## src/rtl/regfile_scoreboard_if.sv

```systemverilog
// regfile_scoreboard_if: ID read/issue, WB write and scoreboard status bundle for regfile_scoreboard.
interface regfile_scoreboard_if #(
    parameter int DATA_W = 32,
    parameter int ADDR_W = 5,
    parameter int NUM_RD = 2
);
    logic [NUM_RD-1:0]        rd_en;
    logic [NUM_RD*ADDR_W-1:0] rd_addr;
    logic [NUM_RD*DATA_W-1:0] rd_data;
    logic [NUM_RD-1:0]        rd_pending;
    logic                     stall;
    logic                     iss_en;
    logic [ADDR_W-1:0]        iss_addr;
    logic                     wr_en;
    logic [ADDR_W-1:0]        wr_addr;
    logic [DATA_W-1:0]        wr_data;
    logic                     flush;
    logic [ADDR_W:0]          pend_cnt;
    modport master (
        output rd_en, rd_addr, iss_en, iss_addr, wr_en, wr_addr, wr_data, flush,
        input  rd_data, rd_pending, stall, pend_cnt
    );
    modport slave (
        input  rd_en, rd_addr, iss_en, iss_addr, wr_en, wr_addr, wr_data, flush,
        output rd_data, rd_pending, stall, pend_cnt
    );
endinterface

```

## src/rtl/regfile_scoreboard.sv

```systemverilog
// regfile_scoreboard: multi-read-port register file with pending-write scoreboard and stall.
// Define REGFILE_BYPASS_EN for WB-to-ID write-through forwarding of data and pending state.
module regfile_scoreboard #(
    parameter int DATA_W   = 32,
    parameter int ADDR_W   = 5,
    parameter int NUM_RD   = 2,
    parameter int ZERO_REG = 1
) (
    input logic                 clk,
    input logic                 rst_n,
    regfile_scoreboard_if.slave bus
);
    localparam int DEPTH = 2**ADDR_W;
`ifdef REGFILE_BYPASS_EN
    localparam bit BYPASS = 1'b1;
`else
    localparam bit BYPASS = 1'b0;
`endif
    logic [DATA_W-1:0] regs [DEPTH];
    logic [DEPTH-1:0]  pend;
    logic [DEPTH-1:0]  pend_nxt;
    logic [ADDR_W:0]   cnt;
    logic [ADDR_W:0]   cnt_nxt;
    logic [NUM_RD-1:0] pend_rd;
    logic              wr_ok;
    logic              iss_ok;
    assign wr_ok  = bus.wr_en && !(ZERO_REG != 0 && bus.wr_addr == '0);
    assign iss_ok = bus.iss_en && !(ZERO_REG != 0 && bus.iss_addr == '0);
    // Issue is applied last so a same-cycle producer survives both flush and writeback.
    always_comb begin
        pend_nxt = bus.flush ? '0 : pend;
        if (bus.wr_en && !bus.flush) pend_nxt[bus.wr_addr] = 1'b0;
        if (iss_ok) pend_nxt[bus.iss_addr] = 1'b1;
        cnt_nxt = '0;
        for (int k = 0; k < DEPTH; k++) cnt_nxt = cnt_nxt + {{ADDR_W{1'b0}}, pend_nxt[k]};
    end
    always_ff @(posedge clk or negedge rst_n) begin
        if (!rst_n) begin
            for (int k = 0; k < DEPTH; k++) regs[k] <= '0;
            pend <= '0;
            cnt  <= '0;
        end else begin
            if (wr_ok) regs[bus.wr_addr] <= bus.wr_data;
            pend <= pend_nxt;
            cnt  <= cnt_nxt;
        end
    end
    for (genvar i = 0; i < NUM_RD; i++) begin : g_rd
        logic [ADDR_W-1:0] a;
        logic              z;
        logic              hit;
        assign a   = bus.rd_addr[i*ADDR_W +: ADDR_W];
        assign z   = ZERO_REG != 0 && a == '0;
        assign hit = BYPASS && rst_n && wr_ok && bus.wr_addr == a;
        assign bus.rd_data[i*DATA_W +: DATA_W] = z ? '0 : hit ? bus.wr_data : regs[a];
        // A forwarded write retires the producer unless a new one is issued to the same register.
        assign pend_rd[i] = !z && pend[a] && !(hit && !(bus.iss_en && bus.iss_addr == a));
    end
    assign bus.rd_pending = pend_rd;
    assign bus.stall      = |(bus.rd_en & pend_rd);
    assign bus.pend_cnt   = cnt;
endmodule

```

## src/flat_wrapper.sv

```systemverilog
// flat-port wrapper written by rule: the top's interface ports become plain ports
module regfile_scoreboard_flat 
#(
    parameter int DATA_W   = 32,
    parameter int ADDR_W   = 5,
    parameter int NUM_RD   = 2,
    parameter int ZERO_REG = 1
)
  (clk, rst_n, bus_rd_en, bus_rd_addr, bus_iss_en, bus_iss_addr, bus_wr_en, bus_wr_addr, bus_wr_data, bus_flush, bus_rd_data, bus_rd_pending, bus_stall, bus_pend_cnt);
  regfile_scoreboard_if #(.DATA_W(DATA_W), .ADDR_W(ADDR_W), .NUM_RD(NUM_RD)) bus_i ();
  input logic clk;
  input logic rst_n;
  input wire logic [$bits(bus_i.rd_en)-1:0] bus_rd_en;
  input wire logic [$bits(bus_i.rd_addr)-1:0] bus_rd_addr;
  input wire logic [$bits(bus_i.iss_en)-1:0] bus_iss_en;
  input wire logic [$bits(bus_i.iss_addr)-1:0] bus_iss_addr;
  input wire logic [$bits(bus_i.wr_en)-1:0] bus_wr_en;
  input wire logic [$bits(bus_i.wr_addr)-1:0] bus_wr_addr;
  input wire logic [$bits(bus_i.wr_data)-1:0] bus_wr_data;
  input wire logic [$bits(bus_i.flush)-1:0] bus_flush;
  output wire logic [$bits(bus_i.rd_data)-1:0] bus_rd_data;
  output wire logic [$bits(bus_i.rd_pending)-1:0] bus_rd_pending;
  output wire logic [$bits(bus_i.stall)-1:0] bus_stall;
  output wire logic [$bits(bus_i.pend_cnt)-1:0] bus_pend_cnt;
  assign bus_i.rd_en = bus_rd_en;
  assign bus_i.rd_addr = bus_rd_addr;
  assign bus_i.iss_en = bus_iss_en;
  assign bus_i.iss_addr = bus_iss_addr;
  assign bus_i.wr_en = bus_wr_en;
  assign bus_i.wr_addr = bus_wr_addr;
  assign bus_i.wr_data = bus_wr_data;
  assign bus_i.flush = bus_flush;
  assign bus_rd_data = bus_i.rd_data;
  assign bus_rd_pending = bus_i.rd_pending;
  assign bus_stall = bus_i.stall;
  assign bus_pend_cnt = bus_i.pend_cnt;
  regfile_scoreboard #(.DATA_W(DATA_W), .ADDR_W(ADDR_W), .NUM_RD(NUM_RD), .ZERO_REG(ZERO_REG)) u_core (.clk(clk), .rst_n(rst_n), .bus(bus_i));
endmodule
```

## config.mk

```make
export PLATFORM = sky130hd
export DESIGN_NAME = regfile_scoreboard_flat
export DESIGN_NICKNAME = d
export VERILOG_FILES = /design/src/rtl/regfile_scoreboard_if.sv /design/src/rtl/regfile_scoreboard.sv /design/src/flat_wrapper.sv
export SDC_FILE = /design/constraint.sdc
export NUM_CORES = 2
export LEC_CHECK = 0
export CORE_UTILIZATION = 55
export DETAILED_ROUTE_END_ITERATION = 6
export DONT_BUFFER_PORTS = 1
export PLACE_DENSITY_LB_ADDON = 0.05
export SYNTH_ARGS = -nofsm -noshare
export SYNTH_HDL_FRONTEND = slang
export SYNTH_SLANG_ARGS = --single-unit
```

## constraint.sdc

```tcl
create_clock -name clk -period 11.85 [get_ports clk]
set_clock_uncertainty 0.2 [all_clocks]
set_input_delay 2.37 -clock clk [delete_from_list [all_inputs] [get_ports clk]]
set_output_delay 2.37 -clock clk [all_outputs]
set_load 0.01 [all_outputs]
```

==> out/metrics.csv <==
metric;value;unit
sequential area share after synthesis;0.466;
Synth Cell Area;0.0570;mm²
die height;324;µm
Sum Neg Setup Slack;0;ns
Critical Path Slowest Stage Cell;or4_2;
CP Launch Type;input pin;
Initial Util;0.557;
Placer Congestion;0.798;
post-synth cell types;49;
CP Class;input pin to register;
Worst-Margin Slew;4.29;ns
clk buf depth;3;
largest net degree at the start of global routing;1063;
CP Data Required Time;12.26;ns
CTS Buf Count;117;
IO Count;132;
final hold viol count;0;
Net Count, Synth;3630;
Antenna Violating Nets Remaining;0;
Yosys warnings;0;
Clock Sinks;1062;
setup violators final;0;
worst skew pair latency;0.69;ns
Setup WS post-layout;3.91;ns
Sw Share;0.242;
drt total wl;161000;µm
share of cells above drive strength 1;0.516;
core footprint;0.102;mm²
Max FO, Critical Path;9;
post-synthesis cell count;3539;
number of flops mapped to enable cells by yosys;0;
via count;33000;
H-tree depth;3;
vias in the first global route;35800;
Initial DRC Count;3046;
sequential share of power;0.459;
initial antenna violation count;2;
P_sw;0.00253;W
slowest stage delay, CP;0.74;ns
worst rel slew slack;-1.86;
area occupied by multi-input gates;0.0282;mm²
Max Slew Vio Count;1032;
DRC;0;
failing checks;slew limit;
pre-CTS setup slack;3.21;ns
Hold-fix buffers, CTS;0;
Reg clk slew, reported paths;0.06;ns
Filler cells;7514;
crit-path cells;nand3b_1 -> or4_2 -> a31o_2 -> fa_1 -> fa_1 -> inv_1 -> fa_1 -> inv_1 -> fa_1 -> fa_1 -> fa_1 -> fa_1 -> fa_1 -> a21o_1 -> a21oi_1 -> xnor2_1;
worst min path class;register to register;
TritonCTS clock tree;yes;
drt first pass iters;7;
DP Wirelength;79400;µm
total gr overflow;0;
RSZ-0062 raised after global routing;false;
minimum clock period;7.94;ns
peak supply drop;0.112;mV
clk root buf;clkbuf_16;
Global Route Usage Sum;0.319;
layout net count;3382;
Max Cap Viol;0;
first-pass GRT wire length;242000;µm
sequential cell area;0.0266;mm²
Post-synth top flop;dfrtp_1;
die area;0.105;mm²
port bufs;0;
Critical Path AT;8.35;ns
post-cts resize count;0;
CP endpoint kind;register;
PwrDens;170;mW/mm²
synthesized flop and latch total;1062;
Pint;0.00790;W
Async SR Flop Fraction;1.00;
status;finished, violations left;
Static Leak;26.1;nW
Avg Cell Area, Syn;16.1;µm²
fmax;126;MHz
clock power share;0.369;
Layout area overhead;7.41;%
fin crit share;0.670;
cell mode on critical path;fa_1;
Avg Vias per Cell;6.95;
chip width;324;µm
Comb pwr share;0.172;
WL/cell;34.0;µm
post-CTS setup buffer count;0;
cell row count;117;
-- stage by stage --
| stage | instances | hold slack (ns) | cell area, µm² | power [W] | util |
|---|---|---|---|---|---|
| after floorplan | 3539 | 0.241 | 57000 | 0.00632 | - |
| after global placement | 4540 | 0.176 | 57200 | 0.00648 | 0.559 |
| after detailed placement | 4540 | 0.183 | 57200 | 0.00663 | 0.559 |
| after CTS | 4751 | 0.196 | 61200 | 0.0105 | 0.598 |
| after global routing | 4751 | 0.205 | 61200 | 0.0108 | 0.598 |
| final | 4753 | 0.191 | 61200 | 0.0104 | 0.598 |
-- placed cells by master, fill, tap and decap left out, types with 2 or more instances in the layout --
master,instances
a21o_1,2
a21oi_1,2
a31o_1,2
a31o_2,3
and3_1,2
buf_4,33
bufinv_16,18
clkbuf_1,20
clkbuf_16,118
clkbuf_8,22
clkinv_2,30
dfrtp_1,1062
diode_2,2
fa_1,24
ha_1,8
inv_1,120
mux2_1,167
mux2_2,827
mux2i_1,2
mux4_2,657
nand2_1,70
nand2_2,12
nand3_1,14
nand3b_1,10
nand4b_1,2
nor2_1,11
nor2_4,16
nor3_1,2
nor3b_1,5
o21a_1,7
o21ai_0,10
o21ai_1,64
o22ai_1,2
o32a_1,3
o32ai_1,13
xnor2_1,2
-- power groups by stage --
stage	registers, W	logic (W)	clock network (W)
floorplan	0.00465	0.00167	0
global placement	0.00473	0.00175	0
detailed placement	0.00483	0.00180	0
CTS	0.00477	0.00181	0.00391
global route	0.00487	0.00191	0.00406
finish	0.00478	0.00180	0.00385
-- routing by layer --
metal  vias up  GRT usage  wire length, µm
met3       334     0.0637            11300
met4         2      0.103             5100
li1      13100          -                -
met2      1206      0.505            77700
met1     18400      0.446            67400
met5         -          0               13
-- worst max-delay path, delay by kind of cell --
family | cells | cell delay, ns
adder cells (fa/ha/maj) | 8 | 3.91
AND/OR/NAND/NOR | 2 | 1.16
AO/OA/AOI/OAI | 3 | 0.67
XOR/XNOR | 1 | 0.13
buffers and inverters | 2 | 0.10
-- worst paths after layout --
check                                  startpoint                endpoint  slack [ns]  cells after the start
worst max-delay path               bus_wr_addr[0]  u_core.bus.pend_cnt[4]        3.91                     16
worst min-delay path            u_core.regs[1007]       u_core.regs[1007]        0.19                      0
worst max register to register    u_core.pend[14]  u_core.bus.pend_cnt[4]        6.10                     15
worst min register to register  u_core.regs[1007]       u_core.regs[1007]        0.19                      0
max in group asynchronous                   rst_n         u_core.regs[55]        6.92                      0
min in group asynchronous                   rst_n        u_core.regs[329]        1.20                      0
-- sequential cells by signal, summed over array words and instances (netlist names) --
| register | cells |
|---|---|
| u_core.bus.pend_cnt | 6 |
| u_core.pend | 32 |
| u_core.regs | 1024 |
-- Yosys cell counts (10+ instances only) --
cell type / n / share of area
buf_1: 46 / 0.0030
buf_4: 17 / 0.0022
nor2_1: 27 / 0.0018
nand2_1: 82 / 0.0054
o21ai_1: 64 / 0.0056
clkbuf_1: 199 / 0.013
nand3b_1: 10 / 0.0013
buf_2: 103 / 0.0090
dfrtp_1: 1062 / 0.47
mux4_2: 657 / 0.26
mux2_1: 167 / 0.033
o21ai_0: 10 / 0.00088
inv_1: 120 / 0.0079
o32ai_1: 13 / 0.0020
nand3_1: 14 / 0.0012
fa_1: 24 / 0.0084
buf_6: 35 / 0.0069
mux2_2: 827 / 0.16
-- layout make-up --
cell class | count | area share
repair buffers | 33 | 0.00405
well taps | 1368 | 0.0280
flip-flops and latches | 1062 | 0.434
clock buffers | 160 | 0.0544
inverters | 121 | 0.00742
diodes | 2 | 0.0000817
clock inverters | 51 | 0.0118
multi-input cells | 1956 | 0.460
-- logic make-up after synthesis --
kind of cell | share of synthesized area
AO/OA/AOI/OAI | 0.0123
XOR/XNOR | 0.000461
adder cells (fa/ha/maj) | 0.0102
buffers and inverters | 0.0423
flip-flops | 0.466
multiplexers | 0.456
AND/OR/NAND/NOR | 0.0124
Power figures use the tool's default switching activity.
